<file path="src/rtl/mp_pkg.sv">
// Shared types and sizing helpers for the matrix processor control path.
package mp_pkg;

    typedef enum logic [2:0] {
        IDLE,
        LOAD_MATRIX,
        LOAD_VECTOR,
        PROCESS,
        NORMALIZE,
        DONE
    } mvs_state_t;

    // Bits needed to index one element of a dim-wide vector.
    function automatic int log2Dim(input int dim);
        return $clog2(dim);
    endfunction

    // Bits needed to index one element of a dim x dim matrix.
    function automatic int idxW(input int dim);
        return $clog2(dim * dim);
    endfunction

endpackage

</file>
<file path="src/rtl/mp_beat_counter.sv">
// Beat index register: advances on enable, wraps to zero when it reaches the limit.
module mp_beat_counter
    import mp_pkg::*;
#(
    parameter int W = 4
) (
    input  logic         clk,
    input  logic         rst_n,
    input  logic         en,
    input  logic         clr,
    input  logic [W-1:0] limit,
    output logic [W-1:0] idx,
    output logic         atLimit
);

    assign atLimit = (idx == limit);

    // Index register; clear wins over enable so IDLE always restarts from zero.
    always_ff @(posedge clk) begin
        if (!rst_n || clr)
            idx <= '0;
        else if (en)
            idx <= atLimit ? '0 : idx + 1'b1;
    end

endmodule

</file>
<file path="src/rtl/matrix_vector_sequencer.sv">
// Control FSM: loads a DIMxDIM matrix, streams vectors through the FMA path,
// optionally normalises each result vector, and pulses done at job end.
module matrix_vector_sequencer
    import mp_pkg::*;
#(
    parameter int DIM     = 4,
    parameter int WI_W    = 16,
    parameter bit NORM_EN = 1'b1,
    localparam int IDX_W  = idxW(DIM)
) (
    input  logic             clk,
    input  logic             rst_n,
    input  logic             start,
    input  logic             keep_matrix,
    input  logic [WI_W-1:0]  wi_count,
    input  logic             in_valid,
    input  logic             out_ready,
    output logic [IDX_W-1:0] idx,
    output logic             load_matrix,
    output logic             load_vector,
    output logic             read_addr_src,
    output logic             en_fma,
    output logic             write_en,
    output logic             norm_en,
    output logic             busy,
    output logic             done,
    output logic             matrix_valid
);

    localparam int LOG2DIM = log2Dim(DIM);
    localparam logic [IDX_W-1:0] LIM_MAT = IDX_W'(DIM * DIM - 1);
    localparam logic [IDX_W-1:0] LIM_VEC = IDX_W'(DIM - 1);

    mvs_state_t      state, stateNext;
    logic [WI_W-1:0] remaining, remainingNext;
    logic            matrixValid, matrixValidNext;

    logic [IDX_W-1:0] idxCnt;
    logic [IDX_W-1:0] limit;
    logic             atLimit;
    logic             beat;
    logic             rowEnd;

    logic ldMat, ldVec, vecSpace, fma, wr, nrm, dn;

    assign rowEnd = (idxCnt[LOG2DIM-1:0] == {LOG2DIM{1'b1}});

    mp_beat_counter #(.W(IDX_W)) uBeat (
        .clk     (clk),
        .rst_n   (rst_n),
        .en      (beat),
        .clr     (state == IDLE),
        .limit   (limit),
        .idx     (idxCnt),
        .atLimit (atLimit)
    );

    // State, job counter and matrix residency flag.
    always_ff @(posedge clk) begin
        if (!rst_n) begin
            state       <= IDLE;
            remaining   <= '0;
            matrixValid <= 1'b0;
        end else begin
            state       <= stateNext;
            remaining   <= remainingNext;
            matrixValid <= matrixValidNext;
        end
    end

    // Next-state, beat qualification and strobe decode.
    always_comb begin
        stateNext       = state;
        remainingNext   = remaining;
        matrixValidNext = matrixValid;
        beat            = 1'b0;
        limit           = LIM_VEC;
        ldMat           = 1'b0;
        ldVec           = 1'b0;
        vecSpace        = 1'b0;
        fma             = 1'b0;
        wr              = 1'b0;
        nrm             = 1'b0;
        dn              = 1'b0;
        case (state)
            IDLE: begin
                if (start) begin
                    remainingNext = wi_count;
                    if (wi_count == '0) begin
                        stateNext = DONE;
                    end else if (keep_matrix && matrixValid) begin
                        stateNext = LOAD_VECTOR;
                    end else begin
                        // Matrix is about to be overwritten; it is not resident until reloaded.
                        stateNext       = LOAD_MATRIX;
                        matrixValidNext = 1'b0;
                    end
                end
            end
            LOAD_MATRIX: begin
                limit = LIM_MAT;
                ldMat = in_valid;
                beat  = in_valid;
                if (beat && atLimit) begin
                    matrixValidNext = 1'b1;
                    stateNext       = LOAD_VECTOR;
                end
            end
            LOAD_VECTOR: begin
                vecSpace = 1'b1;
                ldVec    = in_valid;
                beat     = in_valid;
                if (beat && atLimit)
                    stateNext = PROCESS;
            end
            PROCESS: begin
                limit = LIM_MAT;
                // Without a normalise pass the row result is written straight out,
                // so the row-end beat must wait for the sink.
                if (rowEnd && !NORM_EN) begin
                    wr   = out_ready;
                    beat = out_ready;
                end else begin
                    beat = 1'b1;
                end
                fma = beat;
                if (beat && atLimit) begin
                    if (remaining != '0)
                        remainingNext = remaining - 1'b1;
                    if (NORM_EN)
                        stateNext = NORMALIZE;
                    else
                        stateNext = (remaining <= 1) ? DONE : LOAD_VECTOR;
                end
            end
            NORMALIZE: begin
                nrm  = 1'b1;
                wr   = out_ready;
                beat = out_ready;
                if (beat && atLimit)
                    stateNext = (remaining == '0) ? DONE : LOAD_VECTOR;
            end
            DONE: begin
                dn        = 1'b1;
                stateNext = IDLE;
            end
            default: stateNext = IDLE;
        endcase
    end

    // Reset is synchronous, so outputs are forced low combinationally while it is held.
    assign idx           = rst_n ? idxCnt : '0;
    assign load_matrix   = rst_n & ldMat;
    assign load_vector   = rst_n & ldVec;
    assign read_addr_src = rst_n & vecSpace;
    assign en_fma        = rst_n & fma;
    assign write_en      = rst_n & wr;
    assign norm_en       = rst_n & nrm;
    assign busy          = rst_n & (state != IDLE);
    assign done          = rst_n & dn;
    assign matrix_valid  = rst_n & matrixValid;

endmodule

</file>
<file path="config.mk">
export PLATFORM = sky130hd
export DESIGN_NAME = matrix_vector_sequencer
export DESIGN_NICKNAME = d
export VERILOG_FILES = /design/src/rtl/mp_pkg.sv /design/src/rtl/mp_beat_counter.sv /design/src/rtl/matrix_vector_sequencer.sv
export SDC_FILE = /design/constraint.sdc
export NUM_CORES = 1
export LEC_CHECK = 0
export CAP_MARGIN = 25
export CORE_ASPECT_RATIO = 0.75
export CORE_MARGIN = 2
export CORE_UTILIZATION = 25
export DETAILED_ROUTE_END_ITERATION = 16
export DONT_BUFFER_PORTS = 1
export GPL_TIMING_DRIVEN = 0
export SLEW_MARGIN = 25
export SYNTH_ARGS = -nofsm -noshare
export SYNTH_HDL_FRONTEND = slang
export SYNTH_SLANG_ARGS = --single-unit
</file>
<file path="constraint.sdc">
create_clock -name clk -period 2.1 [get_ports clk]
set_input_delay 0.21 -clock clk [delete_from_list [all_inputs] [get_ports clk]]
set_output_delay 0.21 -clock clk [all_outputs]
set_load 0.01 [all_outputs]
</file>
==> metrics.txt <==
Placer Congestion=0.863; Unique masters post-synth=52; CTS tree=built; crit path time final=just under 2 ns; CTS root buf=clkbuf_8; CTS H-tree lvls=1; worst skew pair latency=0.28 ns; nets=260; TNS Setup=0 ns; status=finished, final reports clean; worst vdd ir=about 0.00030 V; Die H=between 70 and 80 um; power density over the cells=1080 nW/um2; Arr. time, crit path=2.15 ns; CP Class=reg -> reg; Critical Path, Cell by Cell=buf_2 -> and3b_1 -> buf_2 -> a221oi_1 -> nand4_1 -> o221a_2; Residual DRC=0; max frequency=507 MHz; aggregate global routing overflow=0; # rows=26; DIE AREA=7500 um2; Min-Delay Path Class=in -> reg; #FFs+latches synth=24; initial DRC count=158; critical path fanouts, max=10; Avg Cell Area, Syn=7.47 um2; initial antenna violation count=0; Max-slew headroom=60.4%; EDFF count, synth=0; Hold Fails Final Rpt=0; Vias/cell=5.77; RSZ-0062 raised after global routing=false; async set-or-reset flop fraction in the synthesized netlist=0%; Worst path most repeated cell=buf_2; hold depth=2; Boundary Pins=35; Syn Inst Count=roughly 230; Worst EP required=2.28 ns; commonest non-fill, non-tap cells in the layout=nor2_1 (24), dfxtp_1 (24), nand2_1 (23); Final Util=between 20% and 30%; Layout area overhead=12.0%; Layout fillers=751; Post-Layout Inst Area=1910 um2; register area share after synthesis=28.2%; core footprint=about 6700 um2; r2r worst-path depth=6; final setup violation count=0; post-DP HPWL=approximately 4.1 mm; non-filler cells, final=~320; PortBufs=0; die width=99.3 um; R2R setup slack=0.13 ns; Max Slew Vio Count=0; worst slew pin tran=0.594 ns; Post-Syn Area=1700 um2; Initial DRT Pass Iterations=6; synthesized net count=253; routed vias=1835; CP max-delay cell=a221oi_1; yosys warns=0; WL per Instance=17.3 um; CTS Buf Count=3; CTS sink count=24; placed cell count=312; Total GRT Usage=14.7%; Cell Area, Placed=1810 um2; Worst Skew=0.00445 ns; clk slew on worst S/H paths=approximately 0.090 ns; Lkg Pwr=between 0.0006 and 0.0007 uW; vias in the first global route=1688; Clock Tree Buf Depth=2; Synth Flop Type=dfxtp_1; WHS=0.104 ns; Worst Setup End Kind=flip-flop; Initial Util=25.4%; Critical Path Max Stage Delay=0.53 ns; Max Cap Viol=0; Final Cycle Share=94.0%; first-pass GRT wire length=8.77 mm; routed wire length=5.50 mm; Antenna Cells=0; Worst setup SP type=flip-flop; largest net degree at the start of global routing=15; antenna-violating nets left=0; share of cells above drive strength 1=10.7%
## stage by stage
stage / total power, uW / setup slack (ns)
floorplan: 1360 / 0.371
global placement: 1570 / 0.0146
detailed placement: 1580 / 0.0432
CTS: 2010 / 0.0183
global route: 2220 / 0.00545
finish: 2070 / 0.127
## logic make-up (layout without fill, tap and decap cells)
group / count (synthesis) / count (layout) / share of synthesized area (%)
flip-flops: 24 / 24 / 28.2
multiplexers: 2 / 2 / 1.17
XOR/XNOR: 1 / 1 / 0.514
adder cells (fa/ha/maj): 4 / 4 / 2.79
AO/OA/AOI/OAI: 69 / 69 / 27.1
buffers and inverters: 22 / 28 / 5.51
AND/OR/NAND/NOR: 106 / 106 / 34.7
## worst max-delay path: cells and delay by family, from the launching register on
family,cells,cell delay (ns)
flip-flops,1,0.35
AND/OR/NAND/NOR,2,0.34
AO/OA/AOI/OAI,2,0.80
buffers and inverters,2,0.39
## flip-flops by register name, indices dropped and copies added, names as in the netlist
| register | cells |
|---|---|
| remaining | 16 |
| uBeat.idx | 4 |
| state | 3 |
| matrixValid | 1 |
## metal layers
layer	GRT usage (%)	vias up	routed length [um]
met5	0	-	0
met4	3.35	0	36
met3	3.85	4	498
met2	22.2	85	2360
met1	21.1	874	2600
li1	-	872	-
## timing repair
item / 4_1_cts / 5_1_grt
pin swaps: 0 / 2
endpoints found under the setup margin: 1 / 18
cloned: 0 / 0
setup buffers: 0 / 2
gates resized for setup: 1 / 6
hold buffers: 0 / 0
## final timing paths
path | from | endpoint
max | state[2]$_SDFFE_PN0P_ | state[1]$_SDFFE_PN0P_
min | wi_count[0] | remaining[0]$_SDFFE_PN0P_
max reg2reg | state[2]$_SDFFE_PN0P_ | state[1]$_SDFFE_PN0P_
min reg2reg | remaining[15]$_SDFFE_PN0P_ | remaining[15]$_SDFFE_PN0P_
## power by group
| part | switching [uW] | internal (uW) | total (uW) |
|---|---|---|---|
| registers | 111 | 535 | 646 |
| clock network | 174 | 256 | 430 |
| logic | 607 | 387 | 994 |
| total | 892 | 1180 | 2070 |
## synthesized netlist by cell type, drive strengths merged (5+ instances only)
| library cell | n | area [um2] |
|---|---|---|
| nor2 | 25 | 93.8 |
| a22oi | 5 | 42.5 |
| and2 | 9 | 56.3 |
| buf | 9 | 45.1 |
| nand4 | 8 | 50.1 |
| o31ai | 5 | 37.5 |
| o211ai | 7 | 52.6 |
| nor3 | 8 | 40.0 |
| clkbuf | 6 | 22.5 |
| o21ai | 11 | 55.1 |
| a21oi | 20 | 100 |
| dfxtp | 24 | 480 |
| inv | 6 | 22.5 |
| nand2 | 23 | 86.3 |
| nor4 | 9 | 86.3 |
## cell type report
| cell class | count | area (um2) | area share [%] |
|---|---|---|---|
| inverter | 7 | 26.3 | 1.38 |
| clock inverter | 1 | 30.0 | 1.57 |
| buffer | 15 | 72.6 | 3.80 |
| sequential | 24 | 480 | 25.2 |
| timing repair buffer | 2 | 15.0 | 0.787 |
| clock buffer | 3 | 41.3 | 2.16 |
| multi-input combinational | 182 | 1140 | 59.6 |
| tap | 84 | 105 | 5.51 |
(Power assumes the default switching activity.)
